`src/rtl/display_pkg.sv`:
```
// Shared page encodings for the display page multiplexer.
package display_pkg;

  localparam int PAGE_W = 2;

  typedef enum logic [PAGE_W-1:0] {
    PG_XY  = 2'd0,
    PG_SAD = 2'd1,
    PG_PC  = 2'd2,
    PG_WB  = 2'd3
  } page_e;

  // Pages rotate in order and wrap from PG_WB back to PG_XY.
  function automatic page_e next_page(input page_e p);
    return page_e'(p + 2'd1);
  endfunction

endpackage

```
`src/rtl/display_page_mux_if.sv`:
```
// Datapath-side values, page controls and display-side values of the page mux.
interface display_page_mux_if;
  import display_pkg::*;

  logic [31:0]       xCoord;
  logic [31:0]       yCoord;
  logic [31:0]       sad;
  logic [31:0]       PCResult;
  logic [31:0]       WritebackOutput;
  logic              Step;
  logic              Hold;
  logic [15:0]       LeftValue;
  logic [15:0]       RightValue;
  logic [PAGE_W-1:0] Page;

  modport master (
    output xCoord, yCoord, sad, PCResult, WritebackOutput, Step, Hold,
    input  LeftValue, RightValue, Page
  );

  modport slave (
    input  xCoord, yCoord, sad, PCResult, WritebackOutput, Step, Hold,
    output LeftValue, RightValue, Page
  );

endinterface

```
`src/rtl/display_page_mux_tick_prescaler.sv`:
```
// Free-running 0..TICK_DIV-1 counter producing a one-cycle tick at the top count.
// Freezes while en_i is low; restart_i forces the count back to zero.
module tick_prescaler #(
  parameter int unsigned TICK_DIV = 100000000
) (
  input  logic clk_i,
  input  logic rst_i,
  input  logic en_i,
  input  logic restart_i,
  output logic tick_o
);

  localparam int CW = $clog2(TICK_DIV);
  localparam logic [CW-1:0] LAST = CW'(TICK_DIV - 1);

  logic [CW-1:0] cnt_q;
  logic [CW-1:0] cnt_d;
  logic          at_last;

  assign at_last = (cnt_q == LAST);
  assign tick_o  = en_i & at_last;

  always_comb begin
    cnt_d = cnt_q;
    if (restart_i) begin
      cnt_d = '0;
    end else if (en_i) begin
      cnt_d = at_last ? '0 : cnt_q + CW'(1);
    end
  end

  always_ff @(posedge clk_i) begin
    if (rst_i) begin
      cnt_q <= '0;
    end else begin
      cnt_q <= cnt_d;
    end
  end

endmodule

```
`src/rtl/display_page_mux.sv`:
```
// Rotates the two four-digit display values through XY, SAD, PC and writeback pages.
// Pages advance on a prescaled tick (unless held) or on a manual Step rising edge.
module display_page_mux #(
  parameter int unsigned TICK_DIV = 100000000
) (
  input  logic              Clk,
  input  logic              Reset,
  display_page_mux_if.slave bus
);
  import display_pkg::*;

  page_e       page_q;
  page_e       page_d;
  logic        step_q;
  logic        step_edge;
  logic        tick;
  logic [15:0] left_q;
  logic [15:0] left_d;
  logic [15:0] right_q;
  logic [15:0] right_d;
  logic        unused_hi;

  // Coordinates only ever show their low halves.
  assign unused_hi = ^{bus.xCoord[31:16], bus.yCoord[31:16]};

  assign step_edge = bus.Step & ~step_q;

  tick_prescaler #(
    .TICK_DIV (TICK_DIV)
  ) u_prescaler (
    .clk_i     (Clk),
    .rst_i     (Reset),
    .en_i      (~bus.Hold),
    .restart_i (step_edge),
    .tick_o    (tick)
  );

  // A tick and a Step edge in the same cycle still advance by one page.
  always_comb begin
    page_d = page_q;
    if (tick || step_edge) begin
      page_d = next_page(page_q);
    end
  end

  always_comb begin
    left_d  = bus.sad[31:16];
    right_d = bus.sad[15:0];
    case (page_q)
      PG_XY: begin
        left_d  = bus.yCoord[15:0];
        right_d = bus.xCoord[15:0];
      end
      PG_SAD: begin
        left_d  = bus.sad[31:16];
        right_d = bus.sad[15:0];
      end
      PG_PC: begin
        left_d  = bus.PCResult[31:16];
        right_d = bus.PCResult[15:0];
      end
      PG_WB: begin
        left_d  = bus.WritebackOutput[31:16];
        right_d = bus.WritebackOutput[15:0];
      end
      default: begin
        left_d  = bus.yCoord[15:0];
        right_d = bus.xCoord[15:0];
      end
    endcase
  end

  always_ff @(posedge Clk) begin
    if (Reset) begin
      page_q  <= PG_XY;
      step_q  <= 1'b0;
      left_q  <= '0;
      right_q <= '0;
    end else begin
      page_q  <= page_d;
      step_q  <= bus.Step;
      left_q  <= left_d;
      right_q <= right_d;
    end
  end

  assign bus.Page       = page_q;
  assign bus.LeftValue  = left_q;
  assign bus.RightValue = right_q;

endmodule

```
`src/flat_wrapper.sv`:
```
// flat-port wrapper written by rule: the top's interface ports become plain ports
module display_page_mux_flat import display_pkg::*;
#(
  parameter int unsigned TICK_DIV = 100000000
)
  (Clk, Reset, bus_xCoord, bus_yCoord, bus_sad, bus_PCResult, bus_WritebackOutput, bus_Step, bus_Hold, bus_LeftValue, bus_RightValue, bus_Page);
  display_page_mux_if bus_i ();
  input  logic Clk;
  input  logic Reset;
  input wire logic [$bits(bus_i.xCoord)-1:0] bus_xCoord;
  input wire logic [$bits(bus_i.yCoord)-1:0] bus_yCoord;
  input wire logic [$bits(bus_i.sad)-1:0] bus_sad;
  input wire logic [$bits(bus_i.PCResult)-1:0] bus_PCResult;
  input wire logic [$bits(bus_i.WritebackOutput)-1:0] bus_WritebackOutput;
  input wire logic [$bits(bus_i.Step)-1:0] bus_Step;
  input wire logic [$bits(bus_i.Hold)-1:0] bus_Hold;
  output wire logic [$bits(bus_i.LeftValue)-1:0] bus_LeftValue;
  output wire logic [$bits(bus_i.RightValue)-1:0] bus_RightValue;
  output wire logic [$bits(bus_i.Page)-1:0] bus_Page;
  assign bus_i.xCoord = bus_xCoord;
  assign bus_i.yCoord = bus_yCoord;
  assign bus_i.sad = bus_sad;
  assign bus_i.PCResult = bus_PCResult;
  assign bus_i.WritebackOutput = bus_WritebackOutput;
  assign bus_i.Step = bus_Step;
  assign bus_i.Hold = bus_Hold;
  assign bus_LeftValue = bus_i.LeftValue;
  assign bus_RightValue = bus_i.RightValue;
  assign bus_Page = bus_i.Page;
  display_page_mux #(.TICK_DIV(TICK_DIV)) u_core (.Clk(Clk), .Reset(Reset), .bus(bus_i));
endmodule
```
`config.mk`:
```
export PLATFORM = sky130hd
export DESIGN_NAME = display_page_mux_flat
export DESIGN_NICKNAME = d
export VERILOG_FILES = /design/src/rtl/display_pkg.sv /design/src/rtl/display_page_mux_if.sv /design/src/rtl/display_page_mux_tick_prescaler.sv /design/src/rtl/display_page_mux.sv /design/src/flat_wrapper.sv
export SDC_FILE = /design/constraint.sdc
export NUM_CORES = 1
export LEC_CHECK = 0
export ABC_CLOCK_PERIOD_IN_PS = 2140
export CELL_PAD_IN_SITES_DETAIL_PLACEMENT = 0
export CELL_PAD_IN_SITES_GLOBAL_PLACEMENT = 1
export CORE_ASPECT_RATIO = 0.5
export CORE_MARGIN = 3
export CORE_UTILIZATION = 27
export CTS_BUF_LIST = sky130_fd_sc_hd__clkbuf_4 sky130_fd_sc_hd__clkbuf_8
export CTS_CLUSTER_SIZE = 25
export DETAILED_ROUTE_END_ITERATION = 8
export GPL_TIMING_DRIVEN = 0
export PLACE_DENSITY = 0.9
export SYNTH_ARGS = -nofsm -noshare
export SYNTH_HDL_FRONTEND = slang
export SYNTH_HIERARCHICAL = 1
export SYNTH_SLANG_ARGS = --single-unit
```
`constraint.sdc`:
```
create_clock -name Clk -period 2.14 [get_ports Clk]
set_clock_uncertainty 0.05 [all_clocks]
set_input_delay 0.428 -clock Clk [delete_from_list [all_inputs] [get_ports Clk]]
set_output_delay 0.428 -clock Clk [all_outputs]
set_load 0.03 [all_outputs]
```
# ---- After elaboration in Yosys (flattened, before gate mapping)
# Cells that the tools add are included.
dict set report classes {
  reduce_logical 3
  n_mul 0
  add_sub_neg 2
  shifts 0
  n_eq_ne 4
  n_lt_le_gt_ge 0
  muxes 3
  n_div 0
  bitwise 4
}
# operator count
set op_table {}
lappend op_table {{$pmux 16 s4} 2}
lappend op_table {{$add 27x1->27 const B} 1}
lappend op_table {{$eq 27x27->1 const B} 1}
lappend op_table {{$mux 27} 1}
lappend op_table {{$eq 2x2->1 const B} 2}
lappend op_table {{$add 2x1->2 const B} 1}
lappend op_table {{$and 1x1->1} 2}
lappend op_table {{$eq 2x1->1 const B} 1}
lappend op_table {{$logic_not 2->1} 1}
lappend op_table {{$not 1->1} 2}
lappend op_table {{$reduce_or 2->1} 1}
lappend op_table {{$logic_or 1x1->1} 1}
dict set report totals {
  romBits 0
  mem_bits_rw 0
  register_bits 62
  output_inout_bits 34
  latchBits 0
  n_memories 0
}

# ---- Longest topological paths before layout
dict set report logic_depth {
  word_depth 3
  ltp_mapped 7
  ltp_nobuf 6
}

# ---- Hierarchy
# Netlist, hierarchy kept.
# module area_each_um2 n_inst cells_each seq_area_each_um2
set by_module_without_submodules {}
lappend by_module_without_submodules {display_page_mux 1954.4 1 198 700.7}
lappend by_module_without_submodules {tick_prescaler 1347.5 1 156 540.5}

# ---- Worst setup path after synthesis
# No wires, ideal clock.
dict set report synth_timing {
  path_kind {input -> register}
  startpoint {in bus_Hold}
  endpoint {reg u_core.u_prescaler.cnt_q[19]}
  setup_time_ns 0.073
  slack_ns 0.139
  n_path_buf 2
  t_arrival_ns 1.878
  path_stages 7
  required_time_ns 2.017
  path_cell_list {inv_1 -> buf_4 -> nand4_2 -> or4_4 -> buf_6 -> or3_1 -> a21oi_1}
}
# item line_no
set synth_lines {}
lappend synth_lines {{from (decl)} flat_wrapper.sv:16} ;# input wire logic [$bits(bus_i.Hold)-1:0] bus_Hold;
lappend synth_lines {{to (signal assigned)} display_page_mux_tick_prescaler.sv:36} ;# cnt_q <= cnt_d;
lappend synth_lines {{to (decl)} display_page_mux_tick_prescaler.sv:16} ;# logic [CW-1:0] cnt_q;

==> impl_results.md <==
- Peak VDD IR: 295.3 uV
- Async set-reset flop share out of synthesis: 0%
- Row cnt: 27
- Root Buffer: clkbuf_8
- Most common cell in the netlist: dfxtp_1
- Critical path arrival: 2.33 ns
- Layout cell share with drive strength beyond 1: 15.08%
- Yosys top cell by area: dfxtp_1
- Clk sinks: 62
- Final HPWL DP: 8231 um
- WHS Path Cells: 2
- Gpl congestion: 0.7686
- GR Util All Layers: 15.45%
- Pre-Repair DR Iteration Count: 4
- Layout area overhead: 64.23%
- Fin Setup TNS: 0 ns
- Vias: 3,328
- Total core area: 11,450 sq um
- Top_reg_cell synth: dfxtp_1
- Yosys top cell area share: 37.59%
- CTS Buf Count: 9
- Nature of the critical path endpoint: register
- Most frequent cells after synthesis: dfxtp_1 (62), a21oi_1 (42), inv_1 (38)
- Initial DRC Count: 198
- Largest net degree at the start of global routing: 11
- Post-Syn Nets: 523
- Worst-path maximum fanout: 7
- Die H: 84.20 um
- Post-Synthesis Cells: 354
- Die ar.: 13,670 sq um
- CTS H-tree lvls: 3
- CP max stage delay: 0.55 ns
- Placed Area: 5152 sq um
- Post-route minimum period: 2.104 ns
- Final hold violations: 0
- # nets final: 702
- Remaining antenna violation count: 0
- Final instance area: 5423 sq um
- Port buffer count: 165
- Post-synthesis cell area: 3302 sq um
- Initial antenna violation count: 0
- Critical Path RT: 2.36 ns
- Worst r2r src: u_core/u_prescaler/cnt_q[9]
- Post-route worst setup slack: 0.03627 ns
- Drt drc: 0
- FMAX: 475.3 MHz
- IO Count: 198
- Via density: 4.782
- Post-synthesis sequential element count: 62
- Critical R2R Capture: u_core/u_prescaler/cnt_q[25]
- Initial Util: 28.83%
- Clock Latency Late Sink: 0.34 ns
- Post-synthesis sequential area ratio: 37.59%
- HP Class: reg2reg
- Clk buf depth: 2
- FF-to-FF path depth: 5
- Max cap viols: 0
- Synthesized area per cell: 9.327 sq um
- Worst setup path category: in2reg
- CTS tree: yes
- Grt ovf: 0
- Leak Pwr: 0.002000 uW
- Tcrit/Tclk final: 98.31%
- Netlist cell types: 40
- Hold wc startpoint: u_core/u_prescaler/cnt_q[21]
- Hold EP: u_core/u_prescaler/cnt_q[21]
- Setup slack at placement: -0.7262 ns
- Total Wirelength: 10,780 um
- Crit-path slowest cell: or4_4
- Register-to-register setup slack: 0.14 ns
- Clock transition at path regs: 0.07 ns
- Fin. max-slew vios: 0
- Pwr/cell area: 617.5 nW/um^2
- Synth top area cells: dfxtp_1 (38%), a221oi_2 (14%), a22oi_1 (7.3%), a21oi_1 (6.4%), inv_1 (4.3%)
- CP Launch Type: primary input
- Cts hold-fix bufs: 0
- Worst slew pin tran: 0.5709 ns
- Routed wire per std cell: 15.49 um
- Final Util: 47.35%
- Vias in the first global route: 3,413
- Worst slew margin: 61.59%
- Final setup fails: 0
- Status: finished clean
- Ant diodes: 0
- YS warnings: 6
- Chip width: 162.4 um
- Post-synth EDFFs: 0
- Worst-path cell chain: clkdlybuf4s50_1 -> inv_1 -> buf_4 -> nand4_4 -> or4_4 -> or4_1 -> a21oi_1
- First-pass GRT wire length: 17,000 um
[critical path, delay by kind of cell]
kind / cells / cell delay, ns
AOI/OAI and AO/OA: 1 / 0.16
and+or+nand+nor: 3 / 1.15
buffers and inverters: 3 / 0.59
[power breakdown]
| group | internal (uW) | switching [uW] | total [uW] |
|---|---|---|---|
| Sequential | 1230 | 23.3 | 1250 |
| Combinational | 476 | 434 | 911 |
| Clock | 727 | 463 | 1190 |
[metrics by stage]
stage / hold slack (ns) / cells / total power [uW]
final: 0.4508 / 696 / 3349
after CTS: 0.4475 / 693 / 3380
after floorplan: 0.3971 / 354 / 1729
after global routing: 0.4694 / 696 / 3513
after detailed placement: 0.4381 / 678 / 2183
after global placement: 0.4160 / 678 / 2175
[final cells by class]
type                       instances  area [sq um]
fill                            1100          6030
clock buffer                      12         158.9
timing repair buffer             168          1674
clock inverter                     3         67.56
buffer                            27         202.7
inverter                          38         142.6
multi-input combinational        227          1737
sequential                        62          1241
tap                              159         198.9
[logic make-up after synthesis]
logic type      synth area share, %
flops                         37.59
simple gates                  15.04
compound gates                30.50
buf+inv                       10.42
mux                          0.3032
xor+xnor                      4.244
fa+ha+maj                     1.895
[layer usage]
metal  part of all wire (%)  track usage [%]
met1                     41            17.64
met2                     53            29.45
met3                    4.5            3.204
met4                   0.74            3.793
met5                      0                0
[layout by cell type, fill, tap and decap left out, types with 4 or more instances in the layout]
cell type and count:
a21oi_1 42, a221oi_2 30, a22oi_1 32, and4_1 5, buf_2 7, buf_4 13, buf_6 7, clkbuf_8 11
clkdlybuf4s50_1 165, dfxtp_1 62, ha_1 5, inv_1 38, nand2_1 10, nand4_1 14, nor2_1 22, nor3_1 4
nor4_1 4, o21ai_0 7, or3_1 5, xnor2_1 10, xor2_1 6
[how the worst max path moves through the flow]
stage	startpoint	end	slack [ns]	depth (start not counted)
final	bus_Hold	u_core/u_prescaler/cnt_q[25]	0.04	7
after global routing	bus_Hold	u_core/u_prescaler/cnt_q[19]	-0.0001	8
after CTS	bus_Hold	u_core/u_prescaler/cnt_q[25]	0.02	7
after detailed placement	bus_Hold	u_core/u_prescaler/cnt_q[13]	-0.73	8
after global placement	bus_Hold	u_core/u_prescaler/cnt_q[8]	-0.62	8
after floorplan	bus_Hold	u_core/u_prescaler/cnt_q[19]	0.14	7
[registers in the layout, summed over array words and instances (netlist names)]
signal and cells:
u_core/bus.LeftValue 16, u_core/step_q 1, u_core/u_prescaler/cnt_q 27, u_core/bus.RightValue 16, u_core/bus.Page 2
[repair_timing]
item	4_1_cts	5_1_grt
endpoints found under the setup margin	22	15
resized for setup	4	0
pin swaps	0	1
setup buffers	0	3
hold endpoints to repair	0	0
Note: power is estimated with default switching activity, not from simulation.
